File: src/rtl/inferencia_nie_tan.sv
// inferencia_nie_tan: type-2 fuzzy 3x3 min-rule inference with Nie-Tan reduction,
// accumulating one rule per cycle and dividing with a 21-step restoring divider.
module inferencia_nie_tan #(
    parameter logic [7:0]  Y1           = 8'd40,
    parameter logic [7:0]  Y2           = 8'd128,
    parameter logic [7:0]  Y3           = 8'd215,
    parameter logic [17:0] RULE_MAP     = 18'h29910,
    parameter logic [7:0]  SAIDA_PADRAO = 8'd128
) (
    input  logic       clk,
    input  logic       rst_n,
    input  logic       inicio,
    input  logic [7:0] A_MF_01_UP,
    input  logic [7:0] A_MF_01_LOW,
    input  logic [7:0] A_MF_02_UP,
    input  logic [7:0] A_MF_02_LOW,
    input  logic [7:0] A_MF_03_UP,
    input  logic [7:0] A_MF_03_LOW,
    input  logic [7:0] B_MF_01_UP,
    input  logic [7:0] B_MF_01_LOW,
    input  logic [7:0] B_MF_02_UP,
    input  logic [7:0] B_MF_02_LOW,
    input  logic [7:0] B_MF_03_UP,
    input  logic [7:0] B_MF_03_LOW,
    output logic [7:0] saida,
    output logic       valido,
    output logic       ocupado
);
    typedef enum logic [1:0] {IDLE, ACUM, DIV, FIM} state_t;
    state_t      state;
    logic [7:0]  a_up [3];
    logic [7:0]  a_low [3];
    logic [7:0]  b_up [3];
    logic [7:0]  b_low [3];
    logic [4:0]  cnt;
    logic [20:0] num;
    logic [20:0] quo;
    logic [12:0] den;
    logic [12:0] rem;
    logic [3:0]  r;
    logic [1:0]  ri;
    logic [1:0]  rj;
    logic [1:0]  sel;
    logic [7:0]  f_up;
    logic [7:0]  f_low;
    logic [7:0]  y;
    logic [8:0]  w;
    logic [16:0] prod;
    logic [13:0] rem_sh;
    logic        ge;
    // Rule index is forced to 0 outside ACUM so the membership lookups stay in range.
    always_comb begin
        r      = state == ACUM ? cnt[3:0] : 4'd0;
        ri     = r >= 4'd6 ? 2'd2 : r >= 4'd3 ? 2'd1 : 2'd0;
        rj     = 2'(r - {2'b0, ri} - {1'b0, ri, 1'b0});
        sel    = 2'(RULE_MAP >> {r, 1'b0});
        f_up   = a_up[ri] < b_up[rj] ? a_up[ri] : b_up[rj];
        f_low  = a_low[ri] < b_low[rj] ? a_low[ri] : b_low[rj];
        y      = sel == 2'd0 ? Y1 : sel == 2'd1 ? Y2 : Y3;
        w      = sel == 2'd3 ? 9'd0 : {1'b0, f_up} + {1'b0, f_low};
        prod   = w * y;
        rem_sh = {rem, num[20]};
        ge     = rem_sh >= {1'b0, den};
    end
    always_ff @(posedge clk or negedge rst_n) begin
        if (!rst_n) begin
            state   <= IDLE;
            cnt     <= '0;
            num     <= '0;
            quo     <= '0;
            den     <= '0;
            rem     <= '0;
            saida   <= '0;
            valido  <= 1'b0;
            ocupado <= 1'b0;
            for (int n = 0; n < 3; n++) begin
                a_up[n]  <= '0;
                a_low[n] <= '0;
                b_up[n]  <= '0;
                b_low[n] <= '0;
            end
        end else begin
            valido <= 1'b0;
            case (state)
                IDLE: if (inicio) begin
                    a_up[0]  <= A_MF_01_UP;
                    a_low[0] <= A_MF_01_LOW;
                    a_up[1]  <= A_MF_02_UP;
                    a_low[1] <= A_MF_02_LOW;
                    a_up[2]  <= A_MF_03_UP;
                    a_low[2] <= A_MF_03_LOW;
                    b_up[0]  <= B_MF_01_UP;
                    b_low[0] <= B_MF_01_LOW;
                    b_up[1]  <= B_MF_02_UP;
                    b_low[1] <= B_MF_02_LOW;
                    b_up[2]  <= B_MF_03_UP;
                    b_low[2] <= B_MF_03_LOW;
                    num      <= '0;
                    den      <= '0;
                    quo      <= '0;
                    rem      <= '0;
                    cnt      <= '0;
                    ocupado  <= 1'b1;
                    state    <= ACUM;
                end
                ACUM: begin
                    num   <= num + 21'(prod);
                    den   <= den + 13'(w);
                    cnt   <= cnt == 5'd8 ? 5'd0 : cnt + 5'd1;
                    state <= cnt == 5'd8 ? DIV : ACUM;
                end
                // num shifts out MSB-first into the partial remainder
                DIV: begin
                    rem   <= 13'(ge ? rem_sh - {1'b0, den} : rem_sh);
                    quo   <= {quo[19:0], ge};
                    num   <= {num[19:0], 1'b0};
                    cnt   <= cnt == 5'd20 ? 5'd0 : cnt + 5'd1;
                    state <= cnt == 5'd20 ? FIM : DIV;
                end
                FIM: begin
                    saida   <= den == 13'd0 ? SAIDA_PADRAO : |quo[20:8] ? 8'hFF : quo[7:0];
                    valido  <= 1'b1;
                    ocupado <= 1'b0;
                    state   <= IDLE;
                end
            endcase
        end
    end
endmodule

File: config.mk
export PLATFORM = sky130hd
export DESIGN_NAME = inferencia_nie_tan
export DESIGN_NICKNAME = d
export VERILOG_FILES = /design/src/rtl/inferencia_nie_tan.sv
export SDC_FILE = /design/constraint.sdc
export NUM_CORES = 1
export LEC_CHECK = 0
export CORE_ASPECT_RATIO = 1.2
export CORE_MARGIN = 4
export CORE_UTILIZATION = 55
export CTS_CLUSTER_SIZE = 28
export DETAILED_ROUTE_END_ITERATION = 10
export DONT_BUFFER_PORTS = 1
export MAX_ROUTING_LAYER = met4
export PLACE_DENSITY = 0.71
export SYNTH_ARGS = -nofsm -noshare
export SYNTH_HDL_FRONTEND = slang
export SYNTH_SLANG_ARGS = --single-unit
File: constraint.sdc
create_clock -name clk -period 15 [get_ports clk]
set_clock_uncertainty 0.2 [all_clocks]
set_input_delay 3 -clock clk [delete_from_list [all_inputs] [get_ports clk]]
set_output_delay 3 -clock clk [all_outputs]
set_load 0.05 [all_outputs]
# Yosys cells after proc, flatten, opt, wreduce, memory -nomap -nowiden
# Cells that the tools add are included.
[word_totals] reg_bits=181 inputBits=99 elab_cells=100
[classes] add_sub_neg=7 n_eq_ne=8 n_lt_le_gt_ge=7 bitwise=2 reduce_logical=13 n_mux=40 shifts=1 mul=1
[op_table] operator="2-to-1 mux 8 bit" count=13
[op_table] operator="binary-select mux 8 bit (select 2 bit)" count=4
[op_table] operator="case mux 21 bit (3 select lines)" count=1
[op_table] operator="case mux 13 bit (2 select lines)" count=2
[op_table] operator="case mux 21 bit (2 select lines)" count=1
[op_table] operator="2-to-1 mux 13 bit" count=2
[op_table] operator="adder 21 x 17 -> 21 bit" count=1
[op_table] operator="2-to-1 mux 21 bit" count=1
[op_table] operator=">> shifter 18 x 5 -> 2 bit (first input constant)" count=1
[op_table] operator="multiplier 9 x 8 -> 17 bit" count=1
[op_table] operator="< comparator 8 bit" count=2
[op_table] operator="2-to-1 mux 5 bit" count=3
[op_table] operator="case mux 5 bit (3 select lines)" count=1
[op_table] operator="greater-or-equal comparator 14 x 13 -> 1 bit" count=1
[op_table] operator="adder 13 x 9 -> 13 bit" count=1
[op_table] operator="logical NOT 13 bit" count=1
[op_table] operator="OR reduction 13 bit" count=1
[op_table] operator="subtractor 13 bit" count=1
[op_table] operator="AND reduction 2 bit" count=5
[op_table] operator="adder 8 x 8 -> 9 bit" count=1
[op_table] operator="2-to-1 mux 9 bit" count=1
[op_table] operator="case mux 2 bit (4 select lines)" count=1
[op_table] operator="2-to-1 mux 7 bit" count=1
[op_table] operator="== test 2 bit (second input constant)" count=3
[op_table] operator="17 further kinds" count=29

# Depth between registers and ports, before layout
# Gate-level depths: netlist of run 1.
[depth] word_depth=18 depth_mapped=44 ltp_nobuf=42

# Least setup slack after synthesis of run 1
# Ideal clock, no wire load.
[synth_path] path_kind="register to register" from="register with a tool-made name" to="register num[20]" setup_ps=133 arrival_time_ps=8871 path_slack_ps=5796 required_time_ps=14667 stages_incl_launch_ff=41 path_cell_list="dfrtp_1 > inv_1 > ha_1 > buf_2 > inv_2 > nor2_4 > buf_2 > mux2i_1 > nor2_1 > a21oi_1 > ha_1 > a21o_1 > a21o_1 > a211o_1 > a211o_1 > a21oi_4 > nor2_8 > mux2_4 > [... 5 more ...] > o41ai_1 > xor2_1 > or2_2 > fa_1 > inv_1 > fa_1 > fa_1 > inv_1 > fa_1 > inv_1 > ha_1 > nor2_1 > a21oi_1 > o21ai_2 > o21ai_0 > a2111oi_1 > mux2i_1 > o211ai_1"
[synth_rtl] element="to (signal assigned)" line="107" text="num <= num + 21'(prod);"
[synth_rtl] element="to (signal assigned)" line="116" text="num <= {num[19:0], 1'b0};"
[synth_rtl] element="to (decl)" line="36" text="logic [20:0] num;"

# Worst setup path in the final report of run 1
[layout_path] from="register cnt[2]" to="register num[20]"
[layout_via] elab_chain_len=17
[layout_rtl] element="from (decl)" line="35" text="logic [4:0] cnt;"
[layout_rtl] element="from (signal assigned)" line="109" text="cnt <= cnt == 5'd8 ? 5'd0 : cnt + 5'd1;"
[layout_rtl] element="from (signal assigned)" line="117" text="cnt <= cnt == 5'd20 ? 5'd0 : cnt + 5'd1;"
[layout_rtl] element="2-to-1 mux 4 bit (*)" line="53" text="r = state == ACUM ? cnt[3:0] : 4'd0;"
[layout_rtl] element="greater-or-equal comparator 4 x 2 -> 1 bit" line="54" text="ri = r >= 4'd6 ? 2'd2 : r >= 4'd3 ? 2'd1 : 2'd0;"
[layout_rtl] element="2-to-1 mux 1 bit" line="54"
[layout_rtl] element="2-to-1 mux 2 bit" line="54"
[layout_rtl] element="subtractor 2 bit (2 in a row)" line="55" text="rj = 2'(r - {2'b0, ri} - {1'b0, ri, 1'b0});"
[layout_rtl] element="inverter 2 -> 3 bit (implied by the code)" line="57, 58"
[layout_rtl] element="binary-select mux 8 bit (select 2 bit) (on tied branches)" line="57, 58"
[layout_rtl] element="2-to-1 mux 8 bit (on tied branches) (2 in a row)" line="57, 58"
[layout_rtl] element="< comparator 8 bit (on tied branches)" line="57, 58"
[layout_rtl] element="2-to-1 mux 8 bit (on tied branches)" line="57, 58"
[layout_rtl] element="adder 8 x 8 -> 9 bit" line="60" text="w = sel == 2'd3 ? 9'd0 : {1'b0, f_up} + {1'b0, f_low};"
[layout_rtl] element="2-to-1 mux 9 bit" line="60"
[layout_rtl] element="multiplier 9 x 8 -> 17 bit (*)" line="61" text="prod = w * y;"
[layout_rtl] element="adder 21 x 17 -> 21 bit (*)" line="107"
[layout_rtl] element="case mux 21 bit (3 select lines) (*)" line="84" text="case (state)"
# Mark *: on every way between the ends. The rest lies on a longest branch, timed or not. The select of a mux whose other input is x is not followed.
# A chain may end at the register's enable or synchronous reset.

==> results of run 1 <==
==> synthesized netlist by cell type, types with 19 or more instances <==
cell type and count:
dfrtp_1 181, inv_1 150, mux2_2 97, ha_1 94, nand2_1 85, o21ai_0 77, nor2_1 62, fa_1 57
a21oi_1 55, mux2i_1 35, clkbuf_1 26, a22o_1 22, a22oi_1 19, xor2_1 19
==> area by class of cell <==
| type | instances | area [um2] | area share |
|---|---|---|---|
| multi-input cells | 840 | 7230 | 0.540 |
| flip-flops and latches | 181 | 4530 | 0.339 |
| well taps | 279 | 349 | 0.0261 |
| inverters | 151 | 567 | 0.0424 |
| diodes | 1 | 2.50 | 0.000187 |
| clock inverters | 15 | 223 | 0.0166 |
| repair buffers | 7 | 52.6 | 0.00393 |
| clock buffers | 17 | 425 | 0.0318 |
==> metrics by stage <==
stage               setup slack, ns  cell area, um2  utilization  hold slack (ns)  cells
global placement               5.00           12700        0.569            0.279   1458
finish                         4.74           13400        0.598            0.305   1491
global route                   4.08           13400        0.598            0.323   1491
floorplan                      5.80           12500            -            0.264   1212
detailed placement             4.88           12700        0.569            0.288   1458
CTS                            4.78           13400        0.598            0.308   1490
==> flip-flops by register name (all words and copies together) (netlist names), 5 cells and up, named ones only <==
name	flops
a_low	24
den	13
saida	8
num	21
cnt	5
b_up	24
rem	13
b_low	24
quo	21
a_up	24
==> cells in the final DEF (no fill, tap or decap), types with 8 or more instances in the layout <==
| cell type | count |
|---|---|
| dfrtp_1 | 181 |
| inv_1 | 150 |
| mux2_2 | 97 |
| ha_1 | 94 |
| nand2_1 | 84 |
| o21ai_0 | 77 |
| nor2_1 | 62 |
| fa_1 | 57 |
| a21oi_1 | 55 |
| mux2i_1 | 34 |
| a22o_1 | 22 |
| a22oi_1 | 19 |
| xor2_1 | 19 |
| nand2b_1 | 18 |
| a21o_1 | 18 |
| clkbuf_16 | 17 |
| xnor2_1 | 16 |
| o22ai_1 | 14 |
| nand3_1 | 12 |
| a211oi_1 | 9 |
| mux2_4 | 8 |
| nor2b_1 | 8 |
| nor3_1 | 8 |
==> metal layers <==
metal | track usage | part of all wire | up-vias | routed length [um]
met2 | 0.404 | 0.50 | 226 | 14200
met3 | 0.0498 | 0.045 | 56 | 1280
met1 | 0.282 | 0.41 | 4355 | 11800
met4 | 0.102 | 0.041 | 0 | 1160
li1 | - | - | 4207 | -
met5 | - | 0 | - | 0
==> worst register-to-register path: cells and delay by family (launching register included) <==
| family | cells | cell delay (ns) |
|---|---|---|
| AOI/OAI and AO/OA | 17 | 3.74 |
| xor gates and xnor gates | 1 | 0.22 |
| adders and majority gates | 7 | 2.91 |
| buffers and inverters | 2 | 0.09 |
| DFF | 1 | 0.64 |
| muxes | 3 | 0.82 |
| and+or+nand+nor | 6 | 1.51 |
==> worst max path at each step <==
stage,endpoint
after global routing,num[19]
after global placement,num[19]
final,num[20]
after floorplan,num[20]
after CTS,num[20]
after detailed placement,num[20]
==> cells by family (layout without fill, tap and decap cells) <==
logic type / after synthesis / in the layout / synth area share
flops: 181 / 181 / 0.363
other cells: 0 / 1 / 0
simple gates: 233 / 233 / 0.0890
mux: 141 / 141 / 0.126
compound gates: 280 / 280 / 0.153
buf+inv: 191 / 190 / 0.0585
fa+ha+maj: 151 / 151 / 0.186
xor+xnor: 35 / 35 / 0.0246
==> power by group through the flow <==
stage          Combinational, W  Clock, W  Sequential, W
6_report               0.000885  0.000493       0.000546
5_1_grt                 0.00101  0.000519       0.000550
4_1_cts                0.000888  0.000502       0.000546
3_5_place_dp           0.000880         0       0.000555
3_3_place_gp           0.000857         0       0.000554
2_1_floorplan          0.000693         0       0.000546
==> results.sh, run 1 <==
export IMPL_rsz0062_at_grt="no"
export IMPL_r2r_start="cnt[2]"
export IMPL_critPathLaunchType="register"
export IMPL_synthCells=1212
export IMPL_p_seq_frac=0.284
export IMPL_drive_gt1_frac=0.140
export IMPL_p_comb_frac=0.460
export IMPL_clockBufferDepth=2
export IMPL_ys_seq_area_frac=0.363
export IMPL_crit_path_max_incr_delay_ns=0.64
export IMPL_die_w_um=145
export IMPL_final_fill_count=1847
export IMPL_hp_class="reg2reg"
export IMPL_path_buf_inv=2
export IMPL_cap_violations=0
export IMPL_cp_num_cells=36
export IMPL_slew_headroom=0.273
export IMPL_grt_ovfl_total=0
export IMPL_critPathSlowestCell="dfrtp_1"
export IMPL_core_um2=22400
export IMPL_clk_pin_slew_ns=0.09
export IMPL_max_freq_mhz=97.5
export IMPL_drv_slew=0
export IMPL_synth_edf_count=0
export IMPL_rr_worst_depth=36
export IMPL_syn_area_um2=12500
export IMPL_finalSetupTns_ns=0
export IMPL_vias=8844
export IMPL_cts_tree="done"
export IMPL_drt_iter0_drc=540
export IMPL_grt_pass1_vias=9251
export IMPL_yosys_area_top_type="dfrtp_1"
export IMPL_grt_first_pass_wirelength_um=47800
export IMPL_wl_um=28500
export IMPL_synth_distinct_cells=77
export IMPL_cts_buffers=17
export IMPL_r2r_end="num[20]"
export IMPL_place_congestion=0.925
export IMPL_io_pins=109
export IMPL_reg2reg_slack_ns=4.74
export IMPL_crit_fanout=16
export IMPL_post_route_period_util=0.684
export IMPL_status="finished, final reports clean"
export IMPL_syn2layout_area_growth_pct=7.25
export IMPL_power_total_w=0.00192
export IMPL_setup_worst_path_start="cnt[2]"
export IMPL_crit_arrival_ns=10.36
export IMPL_switchingPower_w=0.000803
export IMPL_internal_power_w=0.00112
export IMPL_post_cts_repair_setup_buffers=0
export IMPL_yosys_warnings=0
export IMPL_numPortBuffers=0
export IMPL_antenna_left=0
export IMPL_ys_seq_elements=181
export IMPL_swShare=0.417
export IMPL_min_from="a_low[8]"
export IMPL_powerDensity_nw_per_um2=144
export IMPL_antenna_found_initial=1
export IMPL_synth_avg_cell_area_um2=10.3
export IMPL_hold_viol=0
export IMPL_grt_usage=0.241
export IMPL_fin_nets=1448
export IMPL_postCtsHoldBufs=0
export IMPL_path_common_cell="fa_1"
export IMPL_hold_depth=1
export IMPL_ys_top_cells_by_area="dfrtp_1, ha_1, fa_1"
export IMPL_min_period_ns=10.26
export IMPL_dpl_hpwl_um=21500
export IMPL_yosysTopAreaCellShare=0.363
export IMPL_cp_required_ns=15.10
export IMPL_cts_root_buf="clkbuf_16"
export IMPL_cp_top_family="compound AO/OA/AOI/OAI gates"
export IMPL_insertion_delay_ns=0.45
export IMPL_async_reset_ff_frac=1.00
export IMPL_dr_pass1_iters=5
export IMPL_dieArea_um2=25200
export IMPL_avgRoutedWirePerCell_um=19.1
export IMPL_synthFlopType="dfrtp_1"
export IMPL_end_kind="register"
export IMPL_hold_path_endpoint="a_low[8]"
export IMPL_via_per_inst=5.93
export IMPL_start_util=0.558
export IMPL_grt_max_degree=182
export IMPL_drc=0
export IMPL_post_cts_resize_count=0
export IMPL_htreeDepth=4
export IMPL_ir_worst_vdd_v=0.000105
export IMPL_total_leakage_power_nw=6.51
export IMPL_syn_nets=1462
export IMPL_die_h_um=173
export IMPL_cts_sinks=181
export IMPL_pwr_share_clk=0.256
export IMPL_setup_viol=0
export IMPL_worstMarginPinSlew_ns=1.09
export IMPL_rows=60
export IMPL_critical_path_class="reg2reg"
Note: power is estimated with default switching activity, not from simulation.
==> run 2: changes to the inputs <==
==> constraint.sdc (replaced) <==
create_clock -name clk -period 9.45 [get_ports clk]
set_clock_uncertainty 0.2 [all_clocks]
set_input_delay 1.89 -clock clk [delete_from_list [all_inputs] [get_ports clk]]
set_output_delay 1.89 -clock clk [all_outputs]
set_load 0.05 [all_outputs]
==> results.sh, run 2 (synthesis gave the netlist of run 1 again) <==
export IMPL_powerDensity_nw_per_um2=235
export IMPL_multiInputGateArea_um2=7480
export IMPL_setup_ws_ns=0.239
export IMPL_slew_headroom=0.254
export IMPL_switchingPower_w=0.00137
export IMPL_die_w_um=145
export IMPL_grt_usage=0.240
export IMPL_crit_arrival_ns=9.31
export IMPL_critical_path_class="reg2reg"
export IMPL_drc=0
export IMPL_cap_violations=0
export IMPL_dieArea_um2=25200
export IMPL_cts_buffers=17
export IMPL_clk_pin_slew_ns=0.08
export IMPL_n_antenna_cell=0
export IMPL_rows=60
export IMPL_total_leakage_power_nw=6.90
export IMPL_p_seq_frac=0.260
export IMPL_mostFrequentLayoutCells="dfrtp_1, inv_1, mux2_2, ha_1, nand2_1"
export IMPL_antenna_found_initial=0
export IMPL_drive_gt1_frac=0.222
export IMPL_swShare=0.409
export IMPL_io_pins=109
export IMPL_wl_um=30300
export IMPL_final_fill_count=1759
export IMPL_dpl_cell_count=1500
export IMPL_via_per_inst=5.91
export IMPL_cp_top_family="compound AO/OA/AOI/OAI gates"
export IMPL_path_common_cell="fa_1"
export IMPL_place_congestion=0.914
export IMPL_setup_viol=0
export IMPL_worstMarginPinSlew_ns=1.11
export IMPL_pwr_share_clk=0.224
export IMPL_post_route_period_util=0.975
export IMPL_end_kind="register"
export IMPL_critPathLaunchType="register"
export IMPL_core_um2=22400
export IMPL_insertion_delay_ns=0.44
export IMPL_crit_fanout=7
export IMPL_grt_pass1_vias=9447
export IMPL_min_period_ns=9.21
export IMPL_htreeDepth=4
export IMPL_grt_max_degree=182
export IMPL_clockBufferDepth=2
export IMPL_vias=9243
export IMPL_drv_slew=0
export IMPL_cts_root_buf="clkbuf_16"
export IMPL_min_from="rem[3]"
export IMPL_grt_first_pass_wirelength_um=48000
export IMPL_fin_nets=1521
export IMPL_pre_cts_ws_ns=-0.264
export IMPL_status="finished, final reports clean"
export IMPL_setup_worst_path_start="cnt[2]"
export IMPL_path_buf_inv=5
export IMPL_antenna_left=0
export IMPL_max_freq_mhz=109
export IMPL_final_util=0.634
export IMPL_layout_commonest_cell="dfrtp_1"
export IMPL_internal_power_w=0.00197
export IMPL_avgRoutedWirePerCell_um=19.4
export IMPL_finalSetupTns_ns=0
export IMPL_critPathSlowestCell="or4b_4"
export IMPL_cts_sinks=181
export IMPL_crit_path_max_incr_delay_ns=0.57
export IMPL_final_seq_area_um2=4530
export IMPL_ir_worst_vdd_v=0.000206
export IMPL_start_util=0.558
export IMPL_cts_tree="done"
export IMPL_die_h_um=173
export IMPL_stdcell_count=1563
export IMPL_dpl_hpwl_um=21800
export IMPL_grt_ovfl_total=0
export IMPL_cp_required_ns=9.55
export IMPL_postCtsHoldBufs=0
export IMPL_placed_cell_area_um2=13100
export IMPL_drt_iter0_drc=561
export IMPL_hold_viol=0
export IMPL_post_route_cell_area_um2=14200
export IMPL_numPortBuffers=0
export IMPL_syn2layout_area_growth_pct=13.7
export IMPL_r2r_start="cnt[2]"
export IMPL_dr_pass1_iters=5
export IMPL_p_comb_frac=0.515
export IMPL_hp_class="reg2reg"
[run 2: what timing repair did]
item                                   4_1_cts  5_1_grt
setup buffers                                2       29
endpoints found under the hold margin        0        0
gates resized for setup                      4       64
setup endpoints to repair                    5       12
pin swaps                                    2       36
[run 2: final timing paths]
| check | to | slack, ns | cells after the start |
|---|---|---|---|
| min reg2reg | rem[3] | 0.31 | 2 |
| max in group asynchronous | cnt[0] | 7.86 | 0 |
| max | num[20] | 0.24 | 36 |
| min in group asynchronous | quo[11] | 0.93 | 0 |
| max reg2reg | num[20] | 0.24 | 36 |
| min | rem[3] | 0.31 | 2 |
[run 2: tightest hold or removal path: cells and delay by family, from the launching register on]
family,cells,cell delay [ns]
AOI/OAI and AO/OA,1,0.06
DFF,1,0.36
and+or+nand+nor,1,0.05
[run 2: cell type report]
class                           count  share of cell area
Inverter                          151              0.0401
Timing Repair Buffer               80              0.0441
Clock inverter                     15              0.0141
Tap cell                          279              0.0246
Sequential cell                   181               0.320
Multi-Input combinational cell    840               0.528
Clock buffer                       17              0.0300
[run 2: through the flow]
step / power [W] / hold WS (ns)
after floorplan: 0.00197 / 0.264
after global placement: 0.00232 / 0.284
final: 0.00334 / 0.309
after detailed placement: 0.00237 / 0.295
after CTS: 0.00314 / 0.313
after global routing: 0.00359 / 0.328
[run 2: power by group through the flow]
stage	registers [W]	logic, W	clock network [W]
after global placement	0.000882	0.00144	0
after detailed placement	0.000882	0.00148	0
after floorplan	0.000867	0.00110	0
final	0.000868	0.00172	0.000749
after global routing	0.000873	0.00192	0.000794
after CTS	0.000867	0.00151	0.000758
[run 2: metal layers]
| metal | routed length (um) | global-route usage |
|---|---|---|
| met2 | 15400 | 0.407 |
| met4 | 1150 | 0.0891 |
| met5 | 0 | - |
| met1 | 12400 | 0.287 |
| met3 | 1420 | 0.0459 |
==> run 3: changes to the inputs <==
--- a/config.mk
+++ b/config.mk
@@ -7,12 +7,12 @@
 export LEC_CHECK = 0
 export CORE_ASPECT_RATIO = 1.2
 export CORE_MARGIN = 4
-export CORE_UTILIZATION = 55
+export CORE_UTILIZATION = 40
 export CTS_CLUSTER_SIZE = 28
 export DETAILED_ROUTE_END_ITERATION = 10
 export DONT_BUFFER_PORTS = 1
 export MAX_ROUTING_LAYER = met4
-export PLACE_DENSITY = 0.71
+export PLACE_DENSITY = 0.55
 export SYNTH_ARGS = -nofsm -noshare
 export SYNTH_HDL_FRONTEND = slang
 export SYNTH_SLANG_ARGS = --single-unit
==> results.sh, run 3 (synthesis gave the netlist of run 1 again) <==
export IMPL_setup_viol=0
export IMPL_grt_usage=0.185
export IMPL_crit_arrival_ns=9.20
export IMPL_critPathSlowestCell="or4b_4"
export IMPL_grt_first_pass_wirelength_um=49300
export IMPL_htreeDepth=4
export IMPL_cap_violations=0
export IMPL_pre_cts_ws_ns=-0.0250
export IMPL_clk_pin_slew_ns=0.08
export IMPL_min_period_ns=9.10
export IMPL_io_pins=109
export IMPL_drc=0
export IMPL_via_per_inst=5.29
export IMPL_post_route_period_util=0.963
export IMPL_core_um2=30700
export IMPL_cts_sinks=181
export IMPL_worstMarginPinSlew_ns=1.13
export IMPL_place_congestion=0.843
export IMPL_critPathLaunchType="register"
export IMPL_layout_commonest_cell="dfrtp_1"
export IMPL_numPortBuffers=0
export IMPL_total_leakage_power_nw=6.93
export IMPL_dpl_hpwl_um=23200
export IMPL_setup_ws_ns=0.353
export IMPL_wl_um=30600
export IMPL_n_antenna_cell=0
export IMPL_die_w_um=169
export IMPL_post_route_cell_area_um2=14300
export IMPL_whs_ns=0.306
export IMPL_status="finished, final reports clean"
export IMPL_slew_headroom=0.246
export IMPL_vias=8956
export IMPL_max_freq_mhz=110
export IMPL_cts_root_buf="clkbuf_16"
export IMPL_drive_gt1_frac=0.224
export IMPL_avgRoutedWirePerCell_um=18.1
export IMPL_hp_class="reg2reg"
export IMPL_start_util=0.407
export IMPL_end_kind="register"
export IMPL_cp_required_ns=9.56
export IMPL_placed_cell_area_um2=13300
export IMPL_grt_ovfl_total=0
export IMPL_insertion_delay_ns=0.45
export IMPL_grt_pass1_vias=9500
export IMPL_clockBufferDepth=2
export IMPL_fin_nets=1534
export IMPL_mostFrequentLayoutCells="dfrtp_1, inv_1, mux2_2, ha_1, buf_4"
export IMPL_powerDensity_nw_per_um2=230
export IMPL_syn2layout_area_growth_pct=15.0
export IMPL_crit_path_max_incr_delay_ns=0.56
export IMPL_dieArea_um2=34100
export IMPL_finalSetupTns_ns=0
export IMPL_antenna_left=0
export IMPL_hold_viol=0
export IMPL_die_h_um=201
export IMPL_critical_path_class="reg2reg"
export IMPL_final_fill_count=2861
export IMPL_dr_pass1_iters=5
export IMPL_ir_worst_vdd_v=0.000159
export IMPL_cts_tree="done"
export IMPL_crit_fanout=6
export IMPL_antenna_found_initial=0
export IMPL_drt_iter0_drc=462
export IMPL_grt_max_degree=182
export IMPL_rows=70
export IMPL_cts_buffers=17
export IMPL_drv_slew=0
[run 3: cell types whose count changed in the layout (fill, tap and decap cells not counted), moves of 3 or more]
| cell | delta |
|---|---|
| inv_8 | +3 |
| o21ai_2 | -3 |
| buf_4 | +12 |
| ha_1 | +3 |
| ha_4 | -3 |
| o21ai_1 | +4 |
| clkinv_8 | -5 |
[run 3: power breakdown]
group,internal (W),leakage (nW),switching [W]
combinational,0.000799,4.27,0.000907
sequential,0.000829,2.37,0.0000367
clock,0.000355,0.282,0.000365
total,0.00198,6.93,0.00131
[run 3: through the flow]
stage | instances | util | power, W
detailed placement | 1636 | 0.435 | 0.00245
CTS | 1670 | 0.455 | 0.00319
global route | 1693 | 0.468 | 0.00358
floorplan | 1212 | - | 0.00197
finish | 1693 | 0.468 | 0.00329
global placement | 1636 | 0.435 | 0.00244
[run 3: area by class of cell]
cell class                      instances  area [um2]  area share
Timing Repair Buffer                   92         739      0.0516
Sequential cell                       181        4530       0.316
Clock buffer                           17         425      0.0297
Clock inverter                         15         160      0.0112
Inverter                              151         567      0.0395
Multi-Input combinational cell        841        7420       0.518
Tap cell                              396         495      0.0345
[run 3: what timing repair did]
item                       CTS  global route
pin swaps                    1            34
setup buffers                2            22
gates resized for setup      1            58
setup endpoints to repair    3            11
hold buffers                 0             0
gates cloned                 0             1
[run 3: path summary, 6_finish.rpt]
kind | depth (start not counted) | slack, ns | endpoint | from
setup / recovery | 38 | 0.35 | num[19] | cnt[3]
hold / removal | 1 | 0.31 | a_low[8] | a_low[8]
setup reg to reg | 38 | 0.35 | num[19] | cnt[3]
hold reg to reg | 1 | 0.31 | a_low[8] | a_low[8]
max in group asynchronous | 0 | 7.72 | b_up[0] | rst_n
min in group asynchronous | 0 | 0.92 | quo[12] | rst_n
[run 3: per-layer routing]
layer  track usage  share of wire  up-vias
li1              -              -     4374
met1         0.221           0.43     4383
met2         0.317           0.51      150
met3        0.0295          0.025       49
met4        0.0659          0.035        0
met5             -              0        -
[run 3: critical path: cells and delay by family, from the launching register on]
kind	cells	cell delay, ns
compound gates	18	3.55
xor+xnor	2	0.32
fa+ha+maj	7	2.78
buf+inv	6	0.59
flops	1	0.44
simple gates	5	1.05
